### src/rtl/div_arbiter.sv
// ---------------------------------------------------------------------------
// div_arbiter
// Round-robin controller sharing one external 16-bit divider between
// N_REQ = 2**ID_W requesters. It arbitrates level requests, latches the
// winner's operands, sequences the divider init/done handshake and returns
// the 32-bit result with a one-cycle one-hot acknowledge.
//
// Parameters
//   ID_W      requester index width (N_REQ = 2**ID_W)
//   INIT_LEN  cycles div_init is held high per operation (>= 1)
//   TIMEOUT   watchdog limit in WAIT cycles (only with DIV_ARB_WDT_EN)
//
// Ports
//   clk, reset        clock, synchronous active-high reset
//   req               per-requester level request
//   op_A_bus/op_B_bus packed dividends/divisors, requester i at [16i+15:16i]
//   ack               one-hot pulse marking result/err valid
//   result, err       last completed result, watchdog abort flag
//   busy, grant_id    not-idle flag, current/last granted requester
//   div_init          start pulse to the divider
//   div_op_A/div_op_B latched operands to the divider
//   div_result        divider result
//   div_done          divider completion level
//
// Build option
//   DIV_ARB_WDT_EN    enables the WAIT watchdog; otherwise err is tied low
//                     and WAIT lasts until div_done.
// ---------------------------------------------------------------------------
module div_arbiter #(
    parameter int unsigned ID_W     = 2,
    parameter int unsigned INIT_LEN = 2,
    parameter int unsigned TIMEOUT  = 64
) (
    input  logic                     clk,
    input  logic                     reset,
    input  logic [(2**ID_W)-1:0]     req,
    input  logic [16*(2**ID_W)-1:0]  op_A_bus,
    input  logic [16*(2**ID_W)-1:0]  op_B_bus,
    output logic [(2**ID_W)-1:0]     ack,
    output logic [31:0]              result,
    output logic                     err,
    output logic                     busy,
    output logic [ID_W-1:0]          grant_id,
    output logic                     div_init,
    output logic [15:0]              div_op_A,
    output logic [15:0]              div_op_B,
    input  logic [31:0]              div_result,
    input  logic                     div_done
);

    localparam int unsigned N_REQ  = 2 ** ID_W;
    localparam int unsigned INIT_W = (INIT_LEN > 1) ? $clog2(INIT_LEN) : 1;

    localparam logic [1:0] S_IDLE   = 2'd0;
    localparam logic [1:0] S_ISSUE  = 2'd1;
    localparam logic [1:0] S_WAIT   = 2'd2;
    localparam logic [1:0] S_RETIRE = 2'd3;

    logic [1:0]        state_q;
    logic [1:0]        state_d;
    logic [INIT_W-1:0] init_cnt;
    logic [INIT_W-1:0] init_cnt_d;

    logic              busy_d;
    logic              init_d;
    logic [N_REQ-1:0]  ack_d;
    logic [31:0]       result_d;
    logic [ID_W-1:0]   grant_d;
    logic [15:0]       op_a_d;
    logic [15:0]       op_b_d;

`ifdef DIV_ARB_WDT_EN
    localparam int unsigned WDT_W = $clog2(TIMEOUT + 1);

    logic [WDT_W-1:0]  wdt_cnt;
    logic [WDT_W-1:0]  wdt_cnt_d;
    logic              err_q;
    logic              err_d;
`endif

    // Round-robin search: start one past the last winner, wrap back to it.
    logic [ID_W-1:0] win;
    logic [ID_W-1:0] cand;
    logic            found;

    always_comb begin
        win   = grant_id;
        cand  = grant_id;
        found = 1'b0;
        for (int i = 1; i <= int'(N_REQ); i++) begin
            cand = grant_id + ID_W'(i);
            if (!found && req[cand]) begin
                win   = cand;
                found = 1'b1;
            end
        end
    end

    // Next-state and next-output logic; every output is a flop fed from here.
    always_comb begin
        state_d    = state_q;
        init_cnt_d = init_cnt;
        busy_d     = busy;
        init_d     = 1'b0;
        ack_d      = '0;
        result_d   = result;
        grant_d    = grant_id;
        op_a_d     = div_op_A;
        op_b_d     = div_op_B;
`ifdef DIV_ARB_WDT_EN
        wdt_cnt_d  = wdt_cnt;
        err_d      = err_q;
`endif

        case (state_q)
            S_IDLE: begin
                if (found) begin
                    state_d    = S_ISSUE;
                    busy_d     = 1'b1;
                    init_d     = 1'b1;
                    init_cnt_d = '0;
                    grant_d    = win;
                    op_a_d     = op_A_bus[16*win +: 16];
                    op_b_d     = op_B_bus[16*win +: 16];
`ifdef DIV_ARB_WDT_EN
                    wdt_cnt_d  = '0;
`endif
                end
            end

            S_ISSUE: begin
                // div_init was raised on entry; hold it INIT_LEN cycles total.
                if (init_cnt == INIT_W'(INIT_LEN - 1)) begin
                    state_d = S_WAIT;
                end else begin
                    init_d     = 1'b1;
                    init_cnt_d = init_cnt + INIT_W'(1);
                end
            end

            S_WAIT: begin
                if (div_done) begin
                    state_d  = S_RETIRE;
                    ack_d    = N_REQ'(1) << grant_id;
                    result_d = div_result;
`ifdef DIV_ARB_WDT_EN
                    err_d    = 1'b0;
                end else if (wdt_cnt == WDT_W'(TIMEOUT - 1)) begin
                    // This is the TIMEOUT-th WAIT cycle without done: abort.
                    state_d  = S_RETIRE;
                    ack_d    = N_REQ'(1) << grant_id;
                    result_d = 32'hFFFF_FFFF;
                    err_d    = 1'b1;
                end else begin
                    wdt_cnt_d = wdt_cnt + WDT_W'(1);
`endif
                end
            end

            S_RETIRE: begin
                state_d = S_IDLE;
                busy_d  = 1'b0;
            end

            default: begin
                state_d = S_IDLE;
                busy_d  = 1'b0;
            end
        endcase
    end

    // State and output registers.
    always_ff @(posedge clk) begin
        if (reset) begin
            state_q  <= S_IDLE;
            init_cnt <= '0;
            busy     <= 1'b0;
            div_init <= 1'b0;
            ack      <= '0;
            result   <= '0;
            grant_id <= ID_W'(N_REQ - 1);
            div_op_A <= '0;
            div_op_B <= '0;
        end else begin
            state_q  <= state_d;
            init_cnt <= init_cnt_d;
            busy     <= busy_d;
            div_init <= init_d;
            ack      <= ack_d;
            result   <= result_d;
            grant_id <= grant_d;
            div_op_A <= op_a_d;
            div_op_B <= op_b_d;
        end
    end

`ifdef DIV_ARB_WDT_EN
    // Watchdog counter and abort flag.
    always_ff @(posedge clk) begin
        if (reset) begin
            wdt_cnt <= '0;
            err_q   <= 1'b0;
        end else begin
            wdt_cnt <= wdt_cnt_d;
            err_q   <= err_d;
        end
    end

    assign err = err_q;
`else
    assign err = 1'b0;
`endif

endmodule

### config.mk
export PLATFORM = sky130hd
export DESIGN_NAME = div_arbiter
export DESIGN_NICKNAME = d
export VERILOG_FILES = /design/src/rtl/div_arbiter.sv
export SDC_FILE = /design/constraint.sdc
export NUM_CORES = 1
export LEC_CHECK = 0
export ABC_CLOCK_PERIOD_IN_PS = 2230
export CAP_MARGIN = 20
export CORE_MARGIN = 2
export CORE_UTILIZATION = 36
export DETAILED_ROUTE_END_ITERATION = 8
export PLACE_DENSITY = 0.82
export SLEW_MARGIN = 20
export SYNTH_ARGS = -nofsm -noshare
export SYNTH_HDL_FRONTEND = slang
export SYNTH_SLANG_ARGS = --single-unit
### constraint.sdc
create_clock -name clk -period 2.23 [get_ports clk]
set_input_delay 0.3345 -clock clk [delete_from_list [all_inputs] [get_ports clk]]
set_output_delay 0.3345 -clock clk [all_outputs]
set_load 0.1 [all_outputs]
Word level (Yosys, flattened, before mapping). Cells that the tools add are included.

Word-level logic and storage cells: 71. Output and inout bits: 73. Bits of input ports: 167. Flip-flop bits (word level): 75.

$lt $le $gt $ge: 4. Muxes and demuxes: 28. Add/sub/neg operators: 4. Shift-type cells: 3. Bitwise logic cells: 2. Reduce and logical (&&, ||, !) cells: 15. Equality and inequality tests: 6.

Operators with widths (number): $shiftx A64 B7 Y16 (2); $mux W2 (7); $mux W1 (13); $lt A2 B3 Y1 const B (4); $bmux W1 S2 (4); $pmux W2 S4 (1); $reduce_and A2 Y1 (4); $ne A2 B2 Y1 const B (3); $pmux W1 S2 (3); $add A2 B2 Y2 const B (2); $eq A2 B2 Y1 const B (2); $reduce_bool A2 Y1 (2); $shl A1 B2 Y4 const A (1); $logic_and A1 B1 Y1 (3); $logic_not A1 Y1 (3); $reduce_and A3 Y1 (1); $reduce_or A3 Y1 (1); $add A2 B1 Y2 const B (1); $eq A2 B1 Y1 const B (1); $logic_not A2 Y1 (1); $not A1 Y1 (2); $add A1 B1 Y1 const B (1).

Depth between registers and ports, before layout.
Depth after elaboration: 15. Depth in mapped cells: 8. Gate-level depth less buffers: 7.

Worst setup path after synthesis. OpenSTA, ideal clock, no wires.

Path type: register to register. Start point: register grant_id[0]. End point: register div_op_A[14]. Path buffers: 1. Data required time: 2108 ps. Setup slack: -304 ps. Stages on the path, launching flop included: 7. Setup time: 122 ps. Period minus slack after synthesis: 2534 ps. Data arrival time: 2412 ps. Cell sequence: dfxtp_1 > nor2b_1 > o21a_1 > a211oi_2 > buf_4 > mux2_2 > a221o_1.

Longest elaborated chain between the ends: 14. Elaborated cells on any way between the ends: 27. Those cells by class: 3 x add/sub; 1 x shift; 16 x mux; 7 x reduce/logical.

RTL lines: start: declaration (RTL line 43) `output logic [ID_W-1:0] grant_id,`; start signal: assignment (RTL line 181) `grant_id <= ID_W'(N_REQ - 1);`; start signal: assignment (RTL line 191) `grant_id <= grant_d;`; $add A2 B1 Y2 (RTL line 91) `cand = grant_id + ID_W'(i);`; $bmux W1 S2 (RTL line 92) `if (!found && req[cand]) begin`; $mux W1 (implied by the code) (RTL line 92); $mux W1 (RTL line 92); $logic_not A1 Y1 (RTL line 92); $logic_and A1 B1 Y1 (RTL line 92); $mux W1 (RTL line 92); $logic_not A1 Y1 (RTL line 92); $logic_and A1 B1 Y1 (RTL line 92); $mux W1 (RTL line 92); $logic_not A1 Y1 (RTL line 92); $logic_and A1 B1 Y1 (RTL line 92); $mux W2 or $mux W1 (tied branches) (RTL line 92); $shiftx A64 B7 Y16 or $reduce_and A2 Y1 (tied branches); end signal: assignment (RTL line 192) `div_op_A <= op_a_d;`; end: declaration (RTL line 45) `output logic [15:0] div_op_A,`.

Several ways; a longest one is shown, not always the timed one. The select of a mux whose other input is x is not followed. A chain may end at the register's enable or synchronous reset.

Worst setup path in the final report.
Start point: input req[3]. End point: register div_op_A[3].

Longest elaborated chain between the ends: 13. Elaborated cells on any way between the ends: 24. Those cells by class: 1 x shift; 16 x mux; 7 x reduce/logical.

RTL lines: start: declaration (RTL line 36) `input logic [(2**ID_W)-1:0] req,`; $bmux W1 S2 (RTL line 92); $mux W1 (implied by the code) (RTL line 92); $mux W1 (RTL line 92); $logic_not A1 Y1 (RTL line 92); $logic_and A1 B1 Y1 (RTL line 92); $mux W1 (RTL line 92); $logic_not A1 Y1 (RTL line 92); $logic_and A1 B1 Y1 (RTL line 92); $mux W1 (RTL line 92); $logic_not A1 Y1 (RTL line 92); $logic_and A1 B1 Y1 (RTL line 92); $mux W2 or $mux W1 (tied branches) (RTL line 92); $shiftx A64 B7 Y16 or $reduce_and A2 Y1 (tied branches).

Several ways; a longest one is shown, not always the timed one. The select of a mux whose other input is x is not followed.

==> run summary <==
At the worst endpoint, the required time is 2.44 ns. The count of nets left with antenna violations once routing finished came out at 0. Buffers inserted during clock tree synthesis total 9. For the number of buffers inserted to repair setup after CTS, the log shows 0.

The post-route fraction of the period consumed by the critical path was 0.933; the aggregate routed wire length was 12.5 mm. Counting instances, the worst hold path has a depth of 2. The worst hold-check path type is reg -> reg. The total overflow left after global routing is 0. The run gives 9330 µm² as the area inside the core boundary.

From left edge to right edge, the die measures 103 µm. The logs give 0 for the number of antenna violations at the first check in global routing and 3 for the H-tree level count. The first global-routing pass estimated 18.0 mm of wire.

Setup violations remaining at the end of the flow were counted as 0. For the final number of max-transition violations, the log shows 0. The combined area of all synthesized cells was 3500 µm². The endpoint identified for the worst register-to-register timing path is div_op_A[3]. At the later pin of the worst-skew pair, clock insertion delay measures 0.34 ns. For the initial DRC count, the log shows 85. VDD sags by at most 0.725 mV. The run gives 385 as the gate count after technology mapping. For the number of endpoints with negative hold slack in the final report, the log shows 0. After synthesis the netlist holds a flip-flop and latch count of 75. The routed design could run at a clock period as short as 2.08 ns. Hold buffer count at CTS: 0. The number of nets in the synthesized netlist is 557. The number of max-cap violations is 0. The share of layout cells above drive strength 1 came out at 0.184. The layout overhead on the synthesized area is 76.1%, and the initial cell density of the core is 0.375. For the number of standard-cell rows in the floorplan, the log shows 35. In this run the most critical hold path is launched from result[31]. Clock tree synthesis selected as its root buffer the cell sky130_fd_sc_hd__clkbuf_8.

Routability-driven placement congestion ratio: 0.905. The maximum clock insertion buffer count was 2; the clock skew after layout was 0.0119 ns. The total negative setup slack came out at 0 ns. The number of ports placed on the die boundary was 240. The tree built by TritonCTS fans out to 75 sinks. Quantity of I/O buffers inserted on ports: 238.

Count of cells resized by post-cts repair: 0. STA classifies the critical path startpoint as an input port. The final design utilization was 0.661.

Setup repair after global routing left no endpoint under its margin. Startpoint of the lowest-slack register-to-register path: grant_id[0]. Entering global routing, the biggest net connects 34 pins. Number of global-route vias before repair: 3,730. In the final design database the tool counted 796 nets.

After detailed routing, the number of remaining DRC violations is 0. The data arrival time of the critical path was 2.29 ns. The tools report the setup slack of the most critical reg-to-reg path as 0.21 ns. TritonCTS built the clock tree. For the worst flop-to-flop path, the logic depth is 7.

Highest achievable clock rate: 481 MHz. The type of the setup path with the least slack was in -> reg. The peak fanout along the critical path was 11; the wire length per cell was 16.4 µm. The Yosys step of the flow raised 0 warnings. Summed over all nets, the half-perimeter wirelength after detailed placement is 9.76 mm. In this run the vertical extent of the chip is 103 µm. The sequential fraction of the synthesis area is 0.429. The worst path meets setup with 0.149 ns of slack. The number of different library cells used by synthesis comes to 33. The power per cell area works out to 1410 nW/µm². The clock-pin slew reported for the worst setup and hold paths after clock tree synthesis works out to 0.08 ns. The analysis attributes to cell leakage a power of 2.62 nW.

The detailed-routing iteration count for the pre-antenna-repair pass came out at 4. Leaving out fill and tap cells, the most frequent cell in the layout is sky130_fd_sc_hd__clkdlybuf4s50_1. The run gives 0.218 as the total routing usage reported by global routing.

Using the TritonRoute via totals, the vias-per-cell ratio works out to 5.02. For hold timing, the worst endpoint is result[31]. The average instance in the mapped netlist occupies 9.09 µm².

At the placement stage, the worst setup path has a slack of -0.191 ns. The library cells used most frequently in the layout, excluding fill and tap cells, are sky130_fd_sc_hd__clkdlybuf4s50_1 (166), sky130_fd_sc_hd__nand2_1 (98), sky130_fd_sc_hd__buf_4 (87), sky130_fd_sc_hd__dfxtp_1 (73), sky130_fd_sc_hd__mux2i_1 (63). The run finished with clean final reports. STA classifies the critical path endpoint as a flip-flop. Routed via count: 3,806. The repair_antennas step left the layout with diodes totalling 0.

The total die area is 10,500 µm².
-- logic make-up after synthesis --
group                      after synthesis  share of synthesized area
DFF                                     75                      0.429
and+or+nand+nor                        127                      0.151
muxes                                   65                      0.187
AOI/OAI and AO/OA                       79                      0.164
adders and majority gates                5                     0.0179
buffers and inverters                   33                     0.0508
other                                    1                    0.00107
-- final cells by class --
type / instances / area [µm²]
inverter: 2 / 7.51
clock buffer: 10 / 128
timing repair buffer: 259 / 2430
sequential: 75 / 1500
tap: 129 / 161
fill: 783 / 3170
clock inverter: 6 / 96.3
multi-input combinational: 277 / 1830
-- where the power goes --
group          internal [mW]  total (mW)  switching [mW]
logic                   1.62        5.49            3.87
registers               1.74        2.00           0.260
clock network          0.647        1.19           0.540
total                   4.01        8.68            4.67
-- flip-flops by register name, indices dropped and copies added (netlist names) --
signal and cells:
grant_id 2, init_cnt 1, div_op_B 16, div_op_A 16
busy 1, ack 4, div_init 1, state_q 2
result 32
-- cells in the mapped netlist (all sizes together) --
| cell | count | area, µm² |
|---|---|---|
| a211o | 2 | 17.5 |
| a211oi | 2 | 20.0 |
| a21oi | 36 | 180 |
| a221o | 1 | 10.0 |
| and2 | 1 | 6.26 |
| and3 | 1 | 6.26 |
| and4b | 1 | 10.0 |
| buf | 10 | 91.3 |
| clkbuf | 21 | 78.8 |
| conb | 1 | 3.75 |
| dfxtp | 75 | 1500 |
| ha | 5 | 62.6 |
| inv | 2 | 7.51 |
| mux2 | 2 | 22.5 |
| mux2i | 63 | 631 |
| nand2 | 98 | 368 |
| nand2b | 5 | 31.3 |
| nand3 | 1 | 5.00 |
| nor2 | 12 | 47.6 |
| nor2b | 3 | 18.8 |
| nor3 | 2 | 10.0 |
| nor4 | 1 | 6.26 |
| nor4b | 2 | 17.5 |
| o2111a | 2 | 22.5 |
| o21a | 2 | 15.0 |
| o21ai | 2 | 10.0 |
| o221ai | 31 | 272 |
| o41ai | 1 | 27.5 |
-- worst max-delay path: stages --
cell and delay [ns]:
sky130_fd_sc_hd__clkdlybuf4s50_1 0.43, sky130_fd_sc_hd__nor2b_1 0.16, sky130_fd_sc_hd__o21a_1 0.23, sky130_fd_sc_hd__a211oi_4 0.36, sky130_fd_sc_hd__buf_12 0.20, sky130_fd_sc_hd__buf_4 0.17
sky130_fd_sc_hd__mux2i_1 0.28, sky130_fd_sc_hd__o221ai_1 0.14
-- per-stage QoR --
step | instances | instance area, µm² | hold WS, ns | total power [mW]
global route | 758 | 6160 | 0.474 | 9.06
CTS | 758 | 6160 | 0.460 | 8.74
global placement | 742 | 5940 | 0.443 | 7.45
floorplan | 385 | 3500 | 0.471 | 6.10
detailed placement | 742 | 5940 | 0.449 | 7.54
finish | 758 | 6160 | 0.458 | 8.68
-- worst max-delay path by stage --
| stage | start | end | slack [ns] | cells after the start |
|---|---|---|---|---|
| floorplan | grant_id[0] | div_op_A[14] | 0.07 | 6 |
| global placement | req[3] | div_op_B[13] | -0.14 | 8 |
| detailed placement | req[3] | div_op_B[7] | -0.19 | 8 |
| CTS | req[3] | div_op_B[7] | 0.18 | 8 |
| global route | req[3] | div_op_B[13] | 0.09 | 8 |
| finish | req[3] | div_op_A[3] | 0.15 | 8 |
-- routing by layer --
metal  GRT usage  routed length [µm]  vias to the layer above
li1            -                   -                     1845
met5           0                   0                        -
met2       0.395                6540                      144
met4      0.0779                 351                        0
met1       0.249                4790                     1791
met3      0.0515                 785                       26
Power figures use the tool's default switching activity.
